===== src/rtl/fi_pkg.sv =====
// Shared types and default widths for the fault-injection bench stages.
package fi_pkg;

  typedef enum logic [1:0] {
    S_IDLE  = 2'd0,
    S_RUN   = 2'd1,
    S_DRAIN = 2'd2,
    S_DONE  = 2'd3
  } fi_state_e;

  // Defaults sized for the c17 campaign; the stimulus stage uses the same values.
  localparam int FI_OUT_W   = 2;
  localparam int FI_CNT_W   = 32;
  localparam int FI_NUM_INJ = 10000;

endpackage


===== src/rtl/fi_popcount.sv =====
// Combinational population count of a W-bit vector.
module fi_popcount #(
  parameter int W = 2
) (
  input  logic [W-1:0]             vec,
  output logic [$clog2(W+1)-1:0]   cnt
);

  localparam int CW = $clog2(W + 1);

  // Sum of set bits.
  always_comb begin
    cnt = '0;
    for (int i = 0; i < W; i++) cnt = cnt + CW'(vec[i]);
  end

endmodule


===== src/rtl/fi_result_collector.sv =====
// Compares faulty/golden samples, accumulates campaign statistics and emits
// one mismatch record per failing injection over a valid/ready channel.
module fi_result_collector
  import fi_pkg::*;
#(
  parameter int OUT_W   = FI_OUT_W,
  parameter int CNT_W   = FI_CNT_W,
  parameter int NUM_INJ = FI_NUM_INJ
) (
  input  logic             clk,
  input  logic             rst_n,
  input  logic             start,
  input  logic             abort,
  input  logic             sample_valid,
  input  logic [OUT_W-1:0] fl_out,
  input  logic [OUT_W-1:0] gd_out,
  output logic             busy,
  output logic             done,
  output logic [CNT_W-1:0] inj_cnt,
  output logic [CNT_W-1:0] err_cnt,
  output logic [CNT_W-1:0] bit_err_cnt,
  output logic [CNT_W-1:0] drop_cnt,
  output logic             rec_valid,
  input  logic             rec_ready,
  output logic [CNT_W-1:0] rec_idx,
  output logic [OUT_W-1:0] rec_mask
);

  localparam int               PC_W    = $clog2(OUT_W + 1);
  localparam int               SUM_W   = CNT_W + 1;
  localparam logic [CNT_W-1:0] CNT_MAX = '1;
  localparam logic [CNT_W-1:0] LAST_IX = CNT_W'(NUM_INJ - 1);

  fi_state_e state, state_nxt;

  logic             s1_vld;
  logic [CNT_W-1:0] s1_idx;
  logic [OUT_W-1:0] s1_diff;
  logic [PC_W-1:0]  s1_pc;
  logic [SUM_W-1:0] bit_sum;

  // go clears the campaign; abort always overrides it.
  wire go     = start && !abort && (state == S_IDLE || state == S_DONE);
  wire accept = sample_valid && !abort && (state == S_RUN);
  // Stage-1 mismatch that is allowed to touch stats/records (abort flushes it).
  wire s1_err = s1_vld && (|s1_diff) && !abort;

  fi_popcount #(.W(OUT_W)) u_pc (.vec(s1_diff), .cnt(s1_pc));

  assign bit_sum = {1'b0, bit_err_cnt} + SUM_W'(s1_pc);
  assign busy    = (state == S_RUN) || (state == S_DRAIN);
  assign done    = (state == S_DONE);

  // Next-state decode; DRAIN waits for the pipe and record slot to empty.
  always_comb begin
    state_nxt = state;
    if (abort) state_nxt = S_IDLE;
    else begin
      case (state)
        S_IDLE:  if (start) state_nxt = S_RUN;
        S_RUN:   if (accept && inj_cnt == LAST_IX) state_nxt = S_DRAIN;
        S_DRAIN: if (!s1_vld && !rec_valid) state_nxt = S_DONE;
        S_DONE:  if (start) state_nxt = S_RUN;
        default: state_nxt = S_IDLE;
      endcase
    end
  end

  // State register.
  always_ff @(posedge clk or negedge rst_n) begin
    if (!rst_n) state <= S_IDLE;
    else        state <= state_nxt;
  end

  // Stage 1: capture index and XOR mask of each accepted sample.
  always_ff @(posedge clk or negedge rst_n) begin
    if (!rst_n) begin
      s1_vld <= 1'b0; s1_idx <= '0; s1_diff <= '0;
    end else if (abort || go) begin
      s1_vld <= 1'b0; s1_idx <= '0; s1_diff <= '0;
    end else begin
      s1_vld <= accept;
      if (accept) begin
        s1_idx  <= inj_cnt;
        s1_diff <= fl_out ^ gd_out;
      end
    end
  end

  // Campaign counters; error counters saturate, bit errors clamp on add.
  always_ff @(posedge clk or negedge rst_n) begin
    if (!rst_n) begin
      inj_cnt <= '0; err_cnt <= '0; bit_err_cnt <= '0; drop_cnt <= '0;
    end else if (go) begin
      inj_cnt <= '0; err_cnt <= '0; bit_err_cnt <= '0; drop_cnt <= '0;
    end else begin
      if (accept) inj_cnt <= inj_cnt + 1'b1;
      if (s1_err) begin
        if (err_cnt != CNT_MAX) err_cnt <= err_cnt + 1'b1;
        bit_err_cnt <= bit_sum[CNT_W] ? CNT_MAX : bit_sum[CNT_W-1:0];
        if (rec_valid && !rec_ready && drop_cnt != CNT_MAX) drop_cnt <= drop_cnt + 1'b1;
      end
    end
  end

  // Single-entry record slot; a held record is never overwritten.
  always_ff @(posedge clk or negedge rst_n) begin
    if (!rst_n) begin
      rec_valid <= 1'b0; rec_idx <= '0; rec_mask <= '0;
    end else if (abort) begin
      rec_valid <= 1'b0;
    end else if (go) begin
      rec_valid <= 1'b0; rec_idx <= '0; rec_mask <= '0;
    end else if (s1_err && (!rec_valid || rec_ready)) begin
      rec_valid <= 1'b1; rec_idx <= s1_idx; rec_mask <= s1_diff;
    end else if (rec_valid && rec_ready) begin
      rec_valid <= 1'b0;
    end
  end

endmodule


===== config.mk =====
export PLATFORM = sky130hd
export DESIGN_NAME = fi_result_collector
export DESIGN_NICKNAME = d
export VERILOG_FILES = /design/src/rtl/fi_pkg.sv /design/src/rtl/fi_popcount.sv /design/src/rtl/fi_result_collector.sv
export SDC_FILE = /design/constraint.sdc
export NUM_CORES = 1
export LEC_CHECK = 0
export CAP_MARGIN = 20
export CORE_ASPECT_RATIO = 2
export CORE_MARGIN = 2
export CORE_UTILIZATION = 45
export DETAILED_ROUTE_END_ITERATION = 10
export PLACE_DENSITY = 0.68
export SETUP_SLACK_MARGIN = 0.4
export SYNTH_ARGS = -nofsm -noshare
export SYNTH_HDL_FRONTEND = slang
export SYNTH_SLANG_ARGS = --single-unit

===== constraint.sdc =====
create_clock -name clk -period 2.6 [get_ports clk]
set_input_delay 0.78 -clock clk [delete_from_list [all_inputs] [get_ports clk]]
set_output_delay 0.78 -clock clk [all_outputs]
set_load 0.02 [all_outputs]

# --- Yosys cells after proc, flatten, opt, wreduce, memory -nomap -nowiden ---
# Cells that the tools add are included.
classes:
  mux: 29
  addsub: 5
  n_reduce_logical: 34
  n_eq_ne: 9
  bitwise_logic: 2
ops:
  columns: ["operator", "n"]
  rows:
  - ["$mux 32", 15]
  - ["$add 32x1->32 const B", 3]
  - ["$ne 32x32->1 const B", 2]
  - ["$add 32x2->33", 1]
  - ["$eq 32x14->1 const B", 1]
  - ["$mux 2", 8]
  - ["$logic_and 1x1->1", 12]
  - ["$reduce_bool 2->1", 6]
  - ["$ne 3x2->1 const B", 2]
  - ["$pmux 2 s3", 1]
  - ["$reduce_and 2->1", 3]
  - ["$mux 1", 5]
  - ["$eq 2x2->1 const B", 2]
  - ["$logic_not 1->1", 4]
  - ["$logic_or 1x1->1", 4]
  - ["$reduce_bool 4->1", 1]
  - ["$reduce_or 2->1", 2]
  - ["$ne 3x1->1 const B", 1]
  - ["$reduce_and 3->1", 1]
  - ["$add 1x1->2", 1]
  - ["$eq 2x1->1 const B", 1]
  - ["$logic_not 2->1", 1]
  - ["$xor 2x2->2", 1]
  - ["$not 1->1", 1]
totals:
  register_bits: 200
  out_inout_bits: 165
  input_bits: 10
  wordCells: 90

# --- Logic depth before layout (Yosys ltp) ---
depth:
  ltp_word: 7
  depth_mapped: 9
  mapped_depth_nobuf: 9

# --- Modules after synthesis ---
# A second synthesis with hierarchy kept.
hier_totals:
  cells_unflattened: 1010
  hier_area_um2: 10035.9
by_module_without_submodules:
  columns: ["module", "seq_area_each_um2", "n_inst", "area_per_inst_um2", "cells_each"]
  rows:
  - ["fi_result_collector", 5004.8, 1, 10023.4, 1009]
  - ["fi_popcount", 0.0, 1, 12.5, 1]

# --- Worst setup path after synthesis ---
# OpenSTA, ideal clock, no wires.
synth_timing:
  path_type: "register to register"
  from: "register bit_err_cnt[0]"
  to: "register bit_err_cnt[27]"
  slack_ns: 0.114
  arrival_time_ns: 2.364
  path_buffers: 0
  synth_period_minus_slack_ns: 2.486
  t_required_ns: 2.477
  stages_incl_launch_ff: 8
  setup_ns: 0.123
  cell_sequence: "dfrtp_1 inv_1 fa_1 nand4b_1 nor3_1 nand3_1 or3_1 o221a_2"
synth_between:
  elab_chain_len: 4
synth_lines:
  columns: ["element", "line_no", "source"]
  rows:
  - ["from (decl)", "fi_result_collector.sv:21", "output logic [CNT_W-1:0] bit_err_cnt,"]
  - ["from (signal assigned)", "fi_result_collector.sv:100", "bit_err_cnt <= bit_sum[CNT_W] ? CNT_MAX : bit_sum[CNT_W-1:0];"]
  - ["$add 32x2->33", "fi_result_collector.sv:50", "assign bit_sum = {1'b0, bit_err_cnt} + SUM_W'(s1_pc);"]
  - ["$mux 32", "fi_result_collector.sv:100", null]
  - ["$mux 32", "fi_result_collector.sv:98", "if (s1_err) begin"]
  - ["$mux 32", "fi_result_collector.sv:94", "end else if (go) begin"]
# Every way passes these cells. The select of a mux whose other input is x is not followed.
# A chain may end at the register's enable or synchronous reset.

# --- Worst setup path in the final report ---
# Ends and elaborated chain as after synthesis.

==> results.md <==
- Largest family of logic cells by synthesized area: simple AND/OR/NAND/NOR gates
- Synth unique cells: 75
- Wire per inst: 20.1 µm
- Data required time of the worst path: 2.93 ns
- Mapped cell area: 9890 µm²
- Routed wire length: 29.9 mm
- First-pass GRT wire length: 47.7 mm
- Vias in the first global route: 9043
- N_diodes: 0
- #FFs+latches synth: 200
- Max-slew violations: 0
- Clock latency on the worst-skew pair: 0.45 ns
- IO Port Bufs: 174
- Max Buffers Root-to-Sink: 2
- Hpwl dp: 21.0 mm
- Die footprint: 23300 µm²
- Maxcap violations: 0
- WP data arrival: 2.60 ns
- Register area share after synthesis: 0.506
- DR vias: 9081
- P&R area growth vs syn: 36.3%
- FILL cells: 1870
- Fin crit share: 0.870
- Final Hold Viols: 0
- Fraction of layout cells with a size suffix above 1: 0.210
- DRT antenna net count: 0
- Via-to-Cell Ratio: 6.10
- Inserted Clock Buffers: 17
- Leakage: 6.56 nW
- Critical Path Fanout Max: 4
- Die Width: 109 µm
- Clock Tree Root: clkbuf_16
- Final Util: 0.625
- Layout Nets: 1222
- Drt initial violations: 564
- Pwr dens: 509 nW/µm²
- Routability Congestion: 0.903
- Most frequent cells in the layout: dfrtp_1, dlygate4sd2_1, buf_4, a22o_1, a21oi_1
- Worst Clk Skew: 0.0153 ns
- Max Freq: 442 MHz
- Synth Area in XOR/XNOR: 0.0398
- Synth Area in Simple Gates: 0.228
- Initial antenna violation count: 0
- Total Routing Usage GR: 0.264
- WS Path Type: reg2reg
- CTS sink count: 200
- Slew @ Worst Pin: 0.540 ns
- Largest net degree at the start of global routing: 77
- Total gr overflow: 0
- Commonest non-fill, non-tap cell in the layout: dfrtp_1
- Core area: 21600 µm²
- IO Count: 175
- Top_reg_cell synth: dfrtp_1
- Starting density of the core: 0.458
- Clock period minus worst slack: 2.26 ns
- Mux cell area share after synthesis: 0.00936
- Total power: 6.86 mW
- Rel. slew slack: 0.637
- CTS tree: done
- Syn Nets: 972
- # DRC: 0
- Kind of end point of the critical path: register
- Hold_buf cts: 0
- Multi-input logic area: 4980 µm²
- Synth Area in Adders: 0.0121
- Placed cells: 1422
- Iteration count of the initial detailed-routing pass: 5
- RSZ-0062 raised after global routing: yes
- Chip height: 214 µm
- Number of synthesized flops with an enable pin: 0
- FF+latch area: 5010 µm²
- Final setup fails: 0
- Max rail drop VDD: 438 µV
- Clk slew on worst S/H paths: 0.08 ns
- Cell Rows: 76
- YS warnings: 0
- Post-Layout Cell Count: 1489
- Status: complete, no violations
- Complex-gate fraction of the synthesized area: 0.174
- Fraction of registers with async set/reset: 1.00
- H-tree Lvls: 4
- Startpoint Class: register
- Avg Cell Area, Syn: 10.4 µm²
- Synth Instances: 953
- Worst hold path class: in2async
-- Yosys cell counts, types with 3 or more instances --
| master | number | area (µm²) |
|---|---|---|
| and4_1 | 13 | 114 |
| nor2_1 | 59 | 221 |
| mux2i_1 | 7 | 70.1 |
| nor3_1 | 32 | 160 |
| o211ai_1 | 5 | 37.5 |
| nand2_1 | 55 | 206 |
| o41ai_1 | 3 | 26.3 |
| and3_1 | 22 | 138 |
| nand3_2 | 3 | 30.0 |
| nor3_2 | 5 | 50.1 |
| a311oi_1 | 8 | 70.1 |
| a21oi_2 | 3 | 26.3 |
| a22o_1 | 68 | 596 |
| nor4_1 | 14 | 87.6 |
| xnor2_1 | 14 | 123 |
| o31ai_1 | 12 | 90.1 |
| dfrtp_1 | 200 | 5000 |
| xor2_1 | 31 | 272 |
| a31oi_1 | 15 | 93.8 |
| a21oi_1 | 65 | 325 |
| o21a_1 | 4 | 30.0 |
| a41o_1 | 3 | 30.0 |
| a211oi_1 | 5 | 37.5 |
| or4_1 | 16 | 120 |
| buf_1 | 3 | 11.3 |
| buf_6 | 4 | 45.0 |
| clkbuf_1 | 26 | 97.6 |
| o221a_2 | 3 | 33.8 |
| nand4_1 | 35 | 219 |
| or4_4 | 3 | 33.8 |
| nand3_1 | 50 | 250 |
| nor4_4 | 3 | 63.8 |
| nand2b_1 | 10 | 62.6 |
| inv_1 | 18 | 67.6 |
| nor2b_1 | 4 | 25.0 |
| buf_2 | 14 | 70.1 |
| or3_1 | 19 | 119 |
| and2_1 | 5 | 31.3 |
| o21ai_0 | 34 | 170 |
| ha_1 | 8 | 100 |
-- report_power, final --
group | leakage, nW | switching [mW] | internal, mW
clock | 0.288 | 1.31 | 1.37
combinational | 3.50 | 0.648 | 0.345
sequential | 2.78 | 0.0403 | 3.14
-- per-stage QoR --
| step | TNS, ns | setup slack [ns] | hold WS [ns] | area, µm² |
|---|---|---|---|---|
| detailed placement | -10.0 | -0.238 | 0.484 | 12500 |
| finish | 0 | 0.337 | 0.247 | 13500 |
| global route | 0 | 0.266 | 0.246 | 13500 |
| CTS | 0 | 0.255 | 0.241 | 13100 |
| global placement | -4.97 | -0.167 | 0.481 | 12500 |
| floorplan | 0 | 0.319 | 0.467 | 9950 |
-- timing repair --
item	CTS	global route
pin swaps	10	22
setup buffers	16	18
hold endpoints to repair	0	0
gates resized for setup	205	57
gates cloned	0	1
setup endpoints to repair	260	60
-- logic make-up (layout without fill, tap and decap cells) --
| logic type | after synthesis | after routing |
|---|---|---|
| simple gates | 378 | 378 |
| compound gates | 245 | 245 |
| flops | 200 | 200 |
| buf+inv | 67 | 330 |
| xor+xnor | 45 | 45 |
| fa+ha+maj | 9 | 9 |
| mux | 9 | 9 |
-- metal layers --
| metal | GRT usage | part of all wire |
|---|---|---|
| met5 | 0 | 0 |
| met2 | 0.475 | 0.54 |
| met3 | 0.0456 | 0.042 |
| met4 | 0.134 | 0.043 |
| met1 | 0.295 | 0.37 |
-- critical path, cell delays in order (launching register included) --
cell      delay [ns]
dfrtp_2         0.36
inv_2           0.05
fa_2            0.41
nand4b_1        0.28
nor3_4          0.18
buf_6           0.16
nand3_2         0.09
or3_4           0.36
o221a_2         0.26
-- registers in the layout (all words and copies together), names as in the netlist --
name and count:
bit_err_cnt 32, drop_cnt 32, err_cnt 32, inj_cnt 32, rec_idx 32, rec_mask 2
rec_valid 1, s1_diff 2, s1_idx 32, s1_vld 1, state 2
-- cell type report --
cell class	instances	share of cell area
Multi-Input combinational cell	686	0.370
Timing Repair Buffer	280	0.185
Inverter	18	0.00501
Clock buffer	18	0.0318
Tap cell	273	0.0253
Sequential cell	200	0.372
Clock inverter	14	0.0115
-- path summary, 6_finish.rpt --
check | slack, ns | endpoint | cells past startpoint | from
min reg2reg | 0.50 | rec_idx[28] | 1 | rec_idx[28]
max reg2reg | 0.34 | bit_err_cnt[27] | 8 | bit_err_cnt[0]
max in group asynchronous | 1.60 | inj_cnt[28] | 2 | rst_n
min in group clk | 0.50 | rec_idx[28] | 1 | rec_idx[28]
min | 0.25 | drop_cnt[27] | 1 | rst_n
max | 0.34 | bit_err_cnt[27] | 8 | bit_err_cnt[0]
Power figures use the tool's default switching activity.
